<file path="config.mk">
export PLATFORM = sky130hd
export DESIGN_NAME = gpr_rr_ctrl
export DESIGN_NICKNAME = d
export VERILOG_FILES = /design/src/rtl/gpr_rr_pkg.sv /design/src/rtl/rr_arbiter.sv /design/src/rtl/gpr_rr_ctrl.sv
export SDC_FILE = /design/constraint.sdc
export NUM_CORES = 1
export LEC_CHECK = 0
export CORE_ASPECT_RATIO = 2
export CORE_MARGIN = 8
export CORE_UTILIZATION = 56
export CTS_BUF_LIST = sky130_fd_sc_hd__clkbuf_4
export CTS_CLUSTER_DIAMETER = 40
export DETAILED_ROUTE_END_ITERATION = 12
export GPL_TIMING_DRIVEN = 0
export MAX_ROUTING_LAYER = met4
export PLACE_DENSITY = 0.95
export SETUP_SLACK_MARGIN = 0.1
export SLEW_MARGIN = 20
export SYNTH_ARGS = -nofsm -noshare
export SYNTH_HDL_FRONTEND = slang
export SYNTH_SLANG_ARGS = --single-unit
</file>
<file path="constraint.sdc">
create_clock -name i_clk -period 12.04 [get_ports i_clk]
set_clock_uncertainty 0.1 [all_clocks]
set_input_delay 1.204 -clock i_clk [delete_from_list [all_inputs] [get_ports i_clk]]
set_output_delay 1.204 -clock i_clk [all_outputs]
set_load 0.01 [all_outputs]
</file>
<file path="src/rtl/gpr_rr_pkg.sv">
// Shared definitions for the round-robin register-bank controller:
// controller state encoding, default widths and the pointer-advance helper.
package gpr_rr_pkg;

  localparam int DEF_N_REQ      = 4;
  localparam int DEF_ADDR_WIDTH = 2;
  localparam int DEF_DATA_WIDTH = 32;
  localparam int DEF_ID_WIDTH   = 2;

  typedef enum logic {
    ST_INIT = 1'b0,
    ST_RUN  = 1'b1
  } state_e;

  // Round-robin successor of requester r among n_req requesters.
  function automatic int unsigned next_ptr(input int unsigned r, input int unsigned n_req);
    if (r + 32'd1 >= n_req) begin
      next_ptr = 32'd0;
    end else begin
      next_ptr = r + 32'd1;
    end
  endfunction

endpackage

</file>
<file path="src/rtl/rr_arbiter.sv">
// Round-robin arbiter: grants the first valid requester at or after the
// priority pointer and advances the pointer past each granted requester.
module rr_arbiter
  import gpr_rr_pkg::*;
#(
  parameter int N_REQ    = DEF_N_REQ,
  parameter int ID_WIDTH = DEF_ID_WIDTH
) (
  input  logic                i_clk,
  input  logic                i_rst,
  input  logic [N_REQ-1:0]    i_valid,
  input  logic                i_en,
  output logic [N_REQ-1:0]    o_grant,
  output logic [ID_WIDTH-1:0] o_grant_id
);

  logic [ID_WIDTH-1:0] ptr_r;
  logic                found_s;

  // Search ptr, ptr+1, ... (mod N_REQ) for the first valid requester.
  always_comb begin
    o_grant    = '0;
    o_grant_id = '0;
    found_s    = 1'b0;
    for (int k = 0; k < N_REQ; k++) begin
      for (int r = 0; r < N_REQ; r++) begin
        if (i_en && !found_s && i_valid[r] && (r == ((int'(ptr_r) + k) % N_REQ))) begin
          o_grant[r] = 1'b1;
          o_grant_id = ID_WIDTH'(r);
          found_s    = 1'b1;
        end else begin
          found_s    = found_s;
        end
      end
    end
  end

  // Move priority past the granted requester; hold when nothing fires.
  always_ff @(posedge i_clk or posedge i_rst) begin
    if (i_rst) begin
      ptr_r <= '0;
    end else if (found_s) begin
      ptr_r <= ID_WIDTH'(next_ptr(32'(o_grant_id), N_REQ));
    end else begin
      ptr_r <= ptr_r;
    end
  end

endmodule

</file>
<file path="src/rtl/gpr_rr_ctrl.sv">
// Register-bank controller: self-initialises the bank to k+1 after reset,
// then serves one round-robin-arbitrated read or write per cycle and returns
// a tagged response on the following cycle.
module gpr_rr_ctrl
  import gpr_rr_pkg::*;
#(
  parameter int N_REQ      = DEF_N_REQ,
  parameter int ADDR_WIDTH = DEF_ADDR_WIDTH,
  parameter int DATA_WIDTH = DEF_DATA_WIDTH,
  parameter int ID_WIDTH   = DEF_ID_WIDTH
) (
  input  logic                        i_clk,
  input  logic                        i_rst,
  input  logic [N_REQ-1:0]            i_req_valid,
  input  logic [N_REQ-1:0]            i_req_we,
  input  logic [N_REQ*ADDR_WIDTH-1:0] i_req_addr,
  input  logic [N_REQ*DATA_WIDTH-1:0] i_req_wdata,
  output logic [N_REQ-1:0]            o_req_ready,
  output logic                        o_rsp_valid,
  output logic [ID_WIDTH-1:0]         o_rsp_id,
  output logic                        o_rsp_we,
  output logic [DATA_WIDTH-1:0]       o_rsp_data,
  output logic                        o_init_done
);

  localparam int ADDR_COUNT = 1 << ADDR_WIDTH;
  localparam logic [ADDR_WIDTH-1:0] LAST_ADDR = ADDR_WIDTH'(ADDR_COUNT - 1);

  state_e                  state_r;
  logic [ADDR_WIDTH-1:0]   init_cnt_r;
  logic                    init_done_r;
  logic [DATA_WIDTH-1:0]   bank_r [ADDR_COUNT];

  logic                    rsp_valid_r;
  logic [ID_WIDTH-1:0]     rsp_id_r;
  logic                    rsp_we_r;
  logic [DATA_WIDTH-1:0]   rsp_data_r;

  logic                    run_s;
  logic                    fire_s;
  logic [N_REQ-1:0]        grant_s;
  logic [ID_WIDTH-1:0]     grant_id_s;
  logic                    sel_we_s;
  logic [ADDR_WIDTH-1:0]   sel_addr_s;
  logic [DATA_WIDTH-1:0]   sel_wdata_s;
  logic [DATA_WIDTH-1:0]   init_value_s;

  assign run_s        = (state_r == ST_RUN);
  assign fire_s       = |grant_s;
  assign init_value_s = DATA_WIDTH'(init_cnt_r) + DATA_WIDTH'(1'b1);

  rr_arbiter #(
    .N_REQ    (N_REQ),
    .ID_WIDTH (ID_WIDTH)
  ) u_arb (
    .i_clk      (i_clk),
    .i_rst      (i_rst),
    .i_valid    (i_req_valid),
    .i_en       (run_s),
    .o_grant    (grant_s),
    .o_grant_id (grant_id_s)
  );

  // Route the granted requester's command fields to the bank port.
  always_comb begin
    sel_we_s    = 1'b0;
    sel_addr_s  = '0;
    sel_wdata_s = '0;
    for (int r = 0; r < N_REQ; r++) begin
      if (grant_s[r]) begin
        sel_we_s    = i_req_we[r];
        sel_addr_s  = i_req_addr[r*ADDR_WIDTH +: ADDR_WIDTH];
        sel_wdata_s = i_req_wdata[r*DATA_WIDTH +: DATA_WIDTH];
      end else begin
        sel_we_s    = sel_we_s;
      end
    end
  end

  // Controller FSM: walk the init counter once, then stay in RUN until reset.
  always_ff @(posedge i_clk or posedge i_rst) begin
    if (i_rst) begin
      state_r     <= ST_INIT;
      init_cnt_r  <= '0;
      init_done_r <= 1'b0;
    end else begin
      case (state_r)
        ST_INIT: begin
          if (init_cnt_r == LAST_ADDR) begin
            init_cnt_r  <= '0;
            state_r     <= ST_RUN;
            init_done_r <= 1'b1;
          end else begin
            init_cnt_r  <= init_cnt_r + ADDR_WIDTH'(1);
          end
        end
        ST_RUN: begin
          state_r <= ST_RUN;
        end
        default: begin
          state_r     <= ST_INIT;
          init_cnt_r  <= '0;
          init_done_r <= 1'b0;
        end
      endcase
    end
  end

  // Bank storage: filled by the init walk, then written by granted writes.
  always_ff @(posedge i_clk) begin
    if (!run_s) begin
      bank_r[init_cnt_r] <= init_value_s;
    end else if (fire_s && sel_we_s) begin
      bank_r[sel_addr_s] <= sel_wdata_s;
    end else begin
      bank_r[sel_addr_s] <= bank_r[sel_addr_s];
    end
  end

  // Response registers: one-cycle pulse tagged with the granted requester.
  always_ff @(posedge i_clk or posedge i_rst) begin
    if (i_rst) begin
      rsp_valid_r <= 1'b0;
      rsp_id_r    <= '0;
      rsp_we_r    <= 1'b0;
      rsp_data_r  <= '0;
    end else begin
      rsp_valid_r <= fire_s;
      if (fire_s) begin
        rsp_id_r   <= grant_id_s;
        rsp_we_r   <= sel_we_s;
        rsp_data_r <= sel_we_s ? sel_wdata_s : bank_r[sel_addr_s];
      end else begin
        rsp_id_r   <= rsp_id_r;
        rsp_we_r   <= rsp_we_r;
        rsp_data_r <= rsp_data_r;
      end
    end
  end

  assign o_req_ready = grant_s;
  assign o_rsp_valid = rsp_valid_r;
  assign o_rsp_id    = rsp_id_r;
  assign o_rsp_we    = rsp_we_r;
  assign o_rsp_data  = rsp_data_r;
  assign o_init_done = init_done_r;

endmodule

</file>
; Word level (Yosys, flattened, before mapping)
; Memory sizes are Yosys's and may differ from the RTL's.
; Index checks and enable logic that the tools add are counted.
[totals]
register_bits = 42
latch_bits = 0
ram_bits = 128
romBits = 0
out_inout_bits = 41
elab_cells = 181
n_memories = 1
[mem_list]
columns = name, depth, word_bits, rd, rd_clocked_by_memory_dff, write_ports, line
row1 = bank_r, 4, 32, 1, 0, 1, gpr_rr_ctrl.sv:32  ; logic [DATA_WIDTH-1:0] bank_r [ADDR_COUNT];
[op_classes]
add_sub_neg = 6
n_mul = 0
n_div = 0
magnitude_cmp = 1
n_eq_ne = 13
n_shift = 0
n_mux = 74
bitwise_logic = 5
reduce_logical = 73
[ops]
columns = op, count
row1 = $mux W32, 7
row2 = $logic_not A32 Y1, 4
row3 = $logic_and A1 B1 Y1, 48
row4 = $mux W1, 45
row5 = $mux W2, 21
row6 = $reduce_or A32 Y1, 1
row7 = $eq A3 B3 Y1 const A, 6
row8 = $logic_not A1 Y1, 15
row9 = $eq A2 B3 Y1 const A, 3
row10 = $add A2 B1 Y3 const B, 2
row11 = $reduce_or A2 Y1, 3
row12 = $add A2 B1 Y2 const B, 2
row13 = $add A2 B2 Y2 const B, 2
row14 = $eq A2 B2 Y1 const A, 2
row15 = $reduce_or A4 Y1, 1
row16 = $and A1 B1 Y1 const A, 3
row17 = $ge A3 B3 Y1 const B, 1
row18 = $eq A1 B2 Y1 const A, 1
row19 = $eq A2 B2 Y1 const B, 1
row20 = $pmux W1 S2, 1
row21 = $reduce_and A2 Y1, 1
row22 = $not A1 Y1, 1
row23 = $or A1 B1 Y1, 1

; Longest topological paths before layout
; Gate-level depths: netlist of run 1.
[logic_depth]
ltp_word = 86
depth_mapped = 12
mapped_depth_nobuf = 9

; Modules after synthesis
; A second synthesis of run 1 with hierarchy kept.
[hier_totals]
cells_unflattened = 738
hier_area_um2 = 8393.0
[modules_own_cells]
columns = mod, n_inst, cells_per_inst, area_each_um2, seq_area_each_um2
row1 = gpr_rr_ctrl, 1, 691, 8056.5, 4844.6
row2 = rr_arbiter, 1, 47, 336.6, 50.0

; Least setup slack after synthesis of run 1
; Ideal clock, no wire load.
[synth_timing]
kind = input -> register
start = input i_req_valid[0]
end = memory bank_r[0][0] (netlist bit), enable pin
arrival_ns = 4.299
t_required_ns = 11.519
setup_slack_ns = 7.220
cell_stages = 11
path_cell_list = buf_2 and2b_1 o31ai_1 a32o_2 buf_4 nor2b_1 o21ai_2 buf_6 buf_2 a21o_1 nor2_1
[synth_via]
elab_chain_cells = 86
[synth_lines]
columns = element, line
row1 = start: declaration, gpr_rr_ctrl.sv:14  ; input logic [N_REQ-1:0] i_req_valid,
row2 = $logic_and A1 B1 Y1 (2 in a row), rr_arbiter.sv:27  ; if (i_en && !found_s && i_valid[r] && (r == ((int'(ptr_r) + k) % N_REQ))) begin
row3 = $mux W1, rr_arbiter.sv:27
row4 = $logic_not A1 Y1, rr_arbiter.sv:27
row5 = $logic_and A1 B1 Y1 (3 in a row), rr_arbiter.sv:27
row6 = $mux W1, rr_arbiter.sv:27
row7 = $logic_not A1 Y1, rr_arbiter.sv:27
row8 = $logic_and A1 B1 Y1 (3 in a row), rr_arbiter.sv:27
row9 = $mux W1, rr_arbiter.sv:27
row10 = [65 not listed], --
row11 = $reduce_or A4 Y1 or $mux W1 (tied branches), "gpr_rr_ctrl.sv:49, gpr_rr_ctrl.sv:70"
row12 = $logic_and A1 B1 Y1, gpr_rr_ctrl.sv:113  ; end else if (fire_s && sel_we_s) begin
row13 = $mux W1, gpr_rr_ctrl.sv:113
row14 = $mux W1, gpr_rr_ctrl.sv:111  ; if (!run_s) begin
row15 = "$mux W1, on equally long branches", "gpr_rr_ctrl.sv:114, gpr_rr_ctrl.sv:116"
row16 = $or A1 B1 Y1 (no line), --
row17 = $reduce_or A32 Y1 (no line), --
row18 = $mux W2 (no line) or $mux W1 (tied branches), --
row19 = end: declaration, gpr_rr_ctrl.sv:32
; Parallel ways exist; a longest one is shown, timed or not.

; Worst setup path in the final report of run 1
[layout_timing]
start = input i_req_valid[0]
end = output o_req_ready[3]
[layout_via]
elab_chain_cells = 78
[layout_lines]
columns = element, line
row1 = $logic_and A1 B1 Y1 (2 in a row), rr_arbiter.sv:27
row2 = $mux W1, rr_arbiter.sv:27
row3 = $logic_not A1 Y1, rr_arbiter.sv:27
row4 = $logic_and A1 B1 Y1 (3 in a row), rr_arbiter.sv:27
row5 = $mux W1, rr_arbiter.sv:27
row6 = $logic_not A1 Y1, rr_arbiter.sv:27
row7 = $logic_and A1 B1 Y1 (3 in a row), rr_arbiter.sv:27
row8 = $mux W1, rr_arbiter.sv:27
row9 = [51 not listed], --
row10 = $logic_and A1 B1 Y1 (3 in a row), rr_arbiter.sv:27
row11 = $mux W1, rr_arbiter.sv:27
row12 = $logic_not A1 Y1, rr_arbiter.sv:27
row13 = $logic_and A1 B1 Y1 (3 in a row), rr_arbiter.sv:27
row14 = $mux W1, rr_arbiter.sv:27
row15 = $logic_not A1 Y1, rr_arbiter.sv:27
row16 = $logic_and A1 B1 Y1 (3 in a row), rr_arbiter.sv:27
row17 = $mux W1 (*), rr_arbiter.sv:27
row18 = end: declaration, gpr_rr_ctrl.sv:18  ; output logic [N_REQ-1:0] o_req_ready,
; Every way passes the cells marked *; elsewhere a longest branch is shown, timed or not.

==> out/summary.json, run 1 <==
{
  "power": {
    "power.density_mw_per_mm2": 312,
    "power.ir.vdd_worst_mv": 0.188,
    "power_spent_charging_and_discharging_nets_w": 0.00129,
    "gate_power_share_pct": 51.0,
    "switching_part_of_the_total_pct": 40.0,
    "clockPowerShare_pct": 9.9,
    "internal-power_w": 0.00194,
    "power.sequential.fraction_pct": 39.2,
    "power.leakage_nw": 3.87
  },
  "sta": {
    "hold_viol": 0,
    "clock_period_minus_worst_slack_ns": 4.89,
    "slew-limit-headroom_pct": 49.0,
    "fin_setup_tns_ns": 0,
    "report.final.setup_viol": 0,
    "finalMaxSlewViolations": 0,
    "finalHoldWorstSlack_ns": 0.389,
    "worst_pin_slew_ns": 0.759,
    "finalCritPeriodShare_pct": 40.6,
    "clock.fmax_ghz": 0.205,
    "grt_setup_unrepaired": "false"
  },
  "clock_network": {
    "cts-buffers-inserted": 17,
    "clk-insertion-delay-late_ns": 0.59,
    "clock_tree_from_tritoncts": "yes",
    "clk_path_buf_depth": 2,
    "cts_root_buffer": "sky130_fd_sc_hd__clkbuf_4",
    "cts.repair_timing.setup_buffer_count": 0,
    "cts.sinks": 170,
    "htreeDepth": 4,
    "postCtsResizedCells": 0,
    "cts.hold.buffers_added": 0,
    "clk_transition_reported_paths_ns": 0.14
  },
  "yosys": {
    "mappedNetlistArea_mm2": 0.00787,
    "post_synth.cell_area_avg_um2": 13.9,
    "syn-instance-count": 566,
    "yosysSeqAreaShare_pct": 62.2,
    "warnings_synthesis": 0,
    "yosysTopAreaCell": "sky130_fd_sc_hd__edfxtp_1",
    "synth_enable_flop_cells": 128,
    "syn_nets": 713,
    "ys_top_cells_by_area": "sky130_fd_sc_hd__edfxtp_1 49%, sky130_fd_sc_hd__dfrtp_1 13%, sky130_fd_sc_hd__mux2i_1 6.2%, sky130_fd_sc_hd__a221oi_1 3.4%, sky130_fd_sc_hd__a22o_1 3.4%",
    "ys_ff_latch": 170,
    "synthDistinctLibCells": 56,
    "async_flop_share_pct": 24.7,
    "synth_top_flop_cell": "sky130_fd_sc_hd__edfxtp_1",
    "synth_largest_type_area_fraction_pct": 48.8
  },
  "worst_setup_path": {
    "worst_setup_path_end_kind": "output port",
    "worst_path_most_repeated_cell": "sky130_fd_sc_hd__buf_2",
    "rr_startpoint": "u_arb.ptr_r[0]",
    "critical_path_arrival_ns": 3.58,
    "number_of_cells_traversed_by_the_worst_register_to_register_path": 12,
    "worst_setup_path_endpoint": "o_req_ready[3]",
    "path_cells": "buf_2 > and2b_1 > nor4b_1 > o21bai_1 > buf_2 > buf_1 > clkdlybuf4s50_1",
    "worst_setup_path_start_kind": "primary input",
    "slowest_delay_ns": 0.65,
    "reg_to_reg_critical_path_endpoint": "bank_r[3][3]",
    "path_max_fanout": 10,
    "timing.critical_path.required_ns": 10.74,
    "setup.worst_path.start": "i_req_valid[0]",
    "timing.setup.critical_path_class": "primary input to output port",
    "setup.reg_to_reg.worst_slack_ns": 8.27,
    "timing.critical_path.slowest_stage_cell": "sky130_fd_sc_hd__clkdlybuf4s50_1"
  },
  "detailed_routing": {
    "detail_route.vias_per_cell": 6.50,
    "routedWlPerCell_um": 25.7,
    "route.detailed.drc": 0,
    "first_iter_violations": 490,
    "drt_first_pass_iters": 5,
    "routed_wl_um": 25000,
    "via_count": 6342,
    "route.antenna.remaining_nets": 0
  },
  "global_routing": {
    "grt_pass1_vias": 6900,
    "grt_usage_pct": 28.1,
    "grt_pass1_wl_um": 37700,
    "pin_count_of_the_biggest_net_entering_global_routing": 28,
    "antenna_found_initial": 1,
    "overflow": 0
  },
  "status": {
    "run_status": "finished, final reports clean"
  },
  "layout": {
    "fill_cells": 871,
    "final_core_utilization_pct": 75.0,
    "post_route_cells_drive_above_1_share_pct": 13.2,
    "final_net_count": 919,
    "final_cell_count_no_fill": 975,
    "area.growth.synth_to_final_pct": 31.6
  },
  "die": {
    "floorplan.die.width_um": 99.8,
    "die_h_um": 184,
    "row_count": 61,
    "initial_utilization_pct": 57.0,
    "design.portCount": 187,
    "floorplan.die_area_mm2": 0.0183,
    "floorplan.core_area_mm2": 0.0138
  },
  "placed_design": {
    "hpwlAfterDp_um": 18000,
    "place_congestion": 0.874,
    "placed_cells": 942,
    "port-buffer-count": 182
  },
  "run": {
    "maxCapViolCount": 0
  },
  "min_path": {
    "hold_class": "flip-flop to flip-flop"
  }
}
cell usage in the layout (no fill, tap or decap), types with 20 or more instances in the layout:
cell,Yosys,routed
sky130_fd_sc_hd__clkdlybuf4s50_1,0,182
sky130_fd_sc_hd__buf_2,20,20
sky130_fd_sc_hd__mux2i_1,49,49
sky130_fd_sc_hd__nand2b_1,21,21
sky130_fd_sc_hd__dfrtp_1,42,42
sky130_fd_sc_hd__a221oi_1,31,31
sky130_fd_sc_hd__a221o_1,20,20
sky130_fd_sc_hd__a22o_1,31,31
sky130_fd_sc_hd__edfxtp_1,128,128
sky130_fd_sc_hd__nand2_1,23,23
worst min path at each step:
| stage | end | slack [ns] | start | depth (start not counted) |
|---|---|---|---|---|
| detailed placement | o_init_done | 0.35 | o_init_done | 1 |
| finish | o_init_done | 0.39 | o_init_done | 1 |
| CTS | o_init_done | 0.39 | o_init_done | 1 |
| global placement | o_init_done | 0.34 | o_init_done | 1 |
| global route | o_init_done | 0.44 | o_init_done | 1 |
| floorplan | init_cnt_r[0] | 0.39 | init_cnt_r[0] | 2 |
metrics by stage:
step	worst slack [ns]	cell area, um^2	power, W
after global placement	5.84	9930	0.00273
after global routing	7.02	10400	0.00337
final	7.15	10400	0.00324
after floorplan	7.22	7870	0.00224
after detailed placement	7.21	10100	0.00288
after CTS	7.20	10400	0.00321
layout make-up:
type	count	area [um^2]	share of cell area, %
repair buffers	187	1940	18.7
plain buffers	47	240	2.32
clock inverters	14	144	1.39
clock buffers	18	135	1.30
well taps	189	236	2.28
flip-flops and latches	170	4890	47.3
multi-input cells	346	2760	26.6
inverters	3	11.3	0.109
diodes	1	2.50	0.0242
state kept, by name, summed over array words and instances (netlist names):
register / cells
bank_r: 128
o_rsp_data: 32
init_cnt_r: 2
o_rsp_id: 2
u_arb.ptr_r: 2
o_init_done: 1
o_rsp_valid: 1
o_rsp_we: 1
run_s: 1
cell usage after synthesis (15+ instances only):
cell,count
sky130_fd_sc_hd__a22o_1,31
sky130_fd_sc_hd__nand2_1,23
sky130_fd_sc_hd__a221oi_1,31
sky130_fd_sc_hd__a21o_1,17
sky130_fd_sc_hd__o22a_1,15
sky130_fd_sc_hd__edfxtp_1,128
sky130_fd_sc_hd__dfrtp_1,42
sky130_fd_sc_hd__a221o_1,20
sky130_fd_sc_hd__buf_2,20
sky130_fd_sc_hd__nand2b_1,21
sky130_fd_sc_hd__clkbuf_1,17
sky130_fd_sc_hd__mux2_2,18
sky130_fd_sc_hd__o22ai_1,18
sky130_fd_sc_hd__nand3_1,16
sky130_fd_sc_hd__mux2i_1,49
layer usage:
layer  track usage, %  routed length (um)
met4             16.3                1090
met1             27.7                8040
met5                -                   0
met3             4.78                1830
met2             50.1               14100
power by group through the flow:
| stage | logic (W) | clock network [W] | registers (W) |
|---|---|---|---|
| after CTS | 0.00163 | 0.000317 | 0.00126 |
| after global routing | 0.00175 | 0.000340 | 0.00129 |
| after floorplan | 0.000970 | 0 | 0.00127 |
| final | 0.00165 | 0.000319 | 0.00127 |
| after global placement | 0.00146 | 0 | 0.00127 |
| after detailed placement | 0.00161 | 0 | 0.00127 |
kinds of logic after synthesis:
family,count (synthesis),synth area share (%)
AO/OA/AOI/OAI,178,18.6
flip-flops,170,62.2
adder cells (fa/ha/maj),1,0.159
AND/OR/NAND/NOR,100,7.03
multiplexers,67,8.81
buffers and inverters,50,3.20
critical path: cells and delay by family:
kind                   cells  cell delay, ns
buffers and inverters      4            1.65
and+or+nand+nor            2            0.55
AOI/OAI and AO/OA          1            0.18
Power figures use the tool's default switching activity.
==> run 2, diff against run 1 <==
Settings changed: CORE_UTILIZATION 56 to 47, PLACE_DENSITY 0.95 to 0.91.
Clock period 12.04 ns to 4.31 ns, I/O delays scaled along.
==> run 2 against run 1 <==
Cell count up 1.8%; power rose to 2.8 times the previous value; sequential power grew to 2.8 times the previous value; first-iteration DRC count up 24%; combinational power increased to 2.8 times the previous value; highest routed layer unchanged.
==> out/summary.json, run 2 (synthesized netlist as in run 1, its figures left out) <==
{
  "power": {
    "switching_part_of_the_total_pct": 38.8,
    "power.leakage_nw": 3.90,
    "clockPowerShare_pct": 11.0,
    "power.density_mw_per_mm2": 869,
    "power_spent_charging_and_discharging_nets_w": 0.00351,
    "gate_power_share_pct": 50.2,
    "power.ir.vdd_worst_mv": 0.486,
    "internal-power_w": 0.00555,
    "power.sequential.fraction_pct": 38.8
  },
  "sta": {
    "clock.fmax_ghz": 0.251,
    "finalCritPeriodShare_pct": 92.3,
    "finalMaxSlewViolations": 0,
    "worst_pin_slew_ns": 0.699,
    "hold_viol": 0,
    "worst_slack_ns": 0.332,
    "clock_period_minus_worst_slack_ns": 3.98,
    "grt_setup_unrepaired": "false",
    "slew-limit-headroom_pct": 53.0,
    "report.final.setup_viol": 0
  },
  "placed_design": {
    "port-buffer-count": 182,
    "hpwlAfterDp_um": 16900,
    "place_ws_ns": 0.521,
    "place_congestion": 0.855
  },
  "worst_setup_path": {
    "timing.critical_path.slowest_stage_cell": "sky130_fd_sc_hd__clkdlybuf4s50_1",
    "timing.setup.critical_path_class": "flip-flop to output port",
    "worst_setup_path_start_kind": "flip-flop",
    "worst_setup_path_end_kind": "output port",
    "rr_startpoint": "u_arb.ptr_r[0]",
    "worst_path_most_repeated_cell": "sky130_fd_sc_hd__clkbuf_1",
    "setup.reg_to_reg.worst_slack_ns": 0.47,
    "path_cells": "clkbuf_1 > buf_2 > nand2_1 > nor2_1 > a31o_2 > clkbuf_1 > buf_1 > clkdlybuf4s50_1",
    "path_max_fanout": 10,
    "reg_to_reg_critical_path_endpoint": "bank_r[2][1]",
    "critical_path_arrival_ns": 3.45,
    "number_of_cells_traversed_by_the_worst_register_to_register_path": 12,
    "timing.critical_path.required_ns": 3.78,
    "slowest_delay_ns": 0.64
  },
  "layout": {
    "final_core_utilization_pct": 62.8,
    "most-common-layout-cells": "182 x sky130_fd_sc_hd__clkdlybuf4s50_1, 128 x sky130_fd_sc_hd__edfxtp_1, 49 x sky130_fd_sc_hd__mux2i_1",
    "regMostFlops": "bank_r",
    "post_route_cells_drive_above_1_share_pct": 13.0,
    "final_net_count": 919,
    "largest_reg_flops": 128,
    "layout.cells.most_common": "sky130_fd_sc_hd__clkdlybuf4s50_1",
    "area.growth.synth_to_final_pct": 32.5
  },
  "detailed_routing": {
    "first_iter_violations": 608,
    "via_count": 6194,
    "routed_wl_um": 23100,
    "route.antenna.remaining_nets": 0,
    "detail_route.vias_per_cell": 6.24,
    "drt_first_pass_iters": 6,
    "routedWlPerCell_um": 23.2,
    "route.detailed.drc": 0
  },
  "die": {
    "die_h_um": 199,
    "floorplan.die_area_mm2": 0.0214,
    "design.portCount": 187,
    "floorplan.die.width_um": 108,
    "floorplan.core_area_mm2": 0.0166,
    "initial_utilization_pct": 47.4,
    "row_count": 67
  },
  "clock_network": {
    "cts_root_buffer": "sky130_fd_sc_hd__clkbuf_4",
    "cts.repair_timing.setup_buffer_count": 0,
    "clk-insertion-delay-late_ns": 0.57,
    "clk_path_buf_depth": 2,
    "cts.sinks": 170,
    "clk_transition_reported_paths_ns": 0.15,
    "clock_tree_from_tritoncts": "yes",
    "postCtsResizedCells": 0,
    "cts-buffers-inserted": 17,
    "htreeDepth": 4,
    "cts.hold.buffers_added": 0
  },
  "global_routing": {
    "grt_pass1_vias": 6697,
    "grt_pass1_wl_um": 35500,
    "pin_count_of_the_biggest_net_entering_global_routing": 31,
    "overflow": 0,
    "antenna_found_initial": 1,
    "grt_usage_pct": 22.1
  },
  "run": {
    "maxCapViolCount": 0
  },
  "status": {
    "run_status": "finished, final reports clean"
  },
  "min_path": {
    "hold_class": "primary input to async pin"
  }
}
## run 2: cell types whose count changed in the layout (fill, tap and decap cells not counted), sizes merged
| cell | delta |
|---|---|
| clkinv | -3 |
| clkbuf | -1 |
| inv | +2 |
| bufinv | +2 |
## run 2: area by class of cell
cell class / count / area [um^2]
well taps: 207 / 259
clock inverters: 15 / 188
repair buffers: 187 / 1950
flip-flops and latches: 170 / 4890
multi-input cells: 346 / 2760
inverters: 3 / 11.3
clock buffers: 17 / 128
fillers: 1208 / 6170
plain buffers: 47 / 240
diodes: 1 / 2.50
## run 2: worst max-delay path by stage
stage	from	to	cells after the start
3_3_place_gp	i_req_valid[0]	bank_r[1][8]	11
4_1_cts	run_s	o_req_ready[0]	8
5_1_grt	run_s	o_req_ready[0]	8
6_report	run_s	o_req_ready[0]	8
3_5_place_dp	i_req_valid[0]	bank_r[0][8]	12
2_1_floorplan	i_req_valid[0]	bank_r[0][0]	11
## run 2: metal layers
| layer | track usage [%] | part of all wire, % | vias to the layer above |
|---|---|---|---|
| met5 | - | 0 | - |
| met4 | 8.18 | 2.1 | 0 |
| met3 | 5.09 | 8.3 | 45 |
| met2 | 36.1 | 51 | 382 |
| met1 | 25.8 | 38 | 3060 |
| li1 | - | - | 2707 |
## run 2: stage by stage
| stage | setup TNS [ns] | cell area (um^2) | hold slack (ns) | power [W] | instances |
|---|---|---|---|---|---|
| 2_1_floorplan | 0 | 7870 | 0.386 | 0.00626 | 566 |
| 3_3_place_gp | -125.18 | 9950 | 0.355 | 0.00762 | 955 |
| 3_5_place_dp | 0 | 10100 | 0.360 | 0.00805 | 960 |
| 4_1_cts | 0 | 10400 | 0.0444 | 0.00904 | 992 |
| 5_1_grt | 0 | 10400 | 0.0549 | 0.00950 | 993 |
| 6_report | 0 | 10400 | 0.0498 | 0.00906 | 993 |
## run 2: power by group through the flow
| stage | Combinational [W] | Sequential, W | Clock, W |
|---|---|---|---|
| finish | 0.00455 | 0.00352 | 0.000997 |
| global route | 0.00486 | 0.00358 | 0.00106 |
| CTS | 0.00453 | 0.00351 | 0.000997 |
| detailed placement | 0.00451 | 0.00354 | 0 |
| global placement | 0.00410 | 0.00352 | 0 |
| floorplan | 0.00271 | 0.00355 | 0 |
## run 2: worst max-delay path: cells and delay by family, from the launching register on
family | cells | cell delay, ns
and+or+nand+nor | 2 | 0.26
DFF | 1 | 0.34
AOI/OAI and AO/OA | 1 | 0.10
buffers and inverters | 5 | 2.18
==> run 3, diff against run 2 <==
Settings changed: SETUP_SLACK_MARGIN 0.1 to not set.
==> results of run 3 <==
No change in the layout: final DEF, timing and power equal those of run 2.
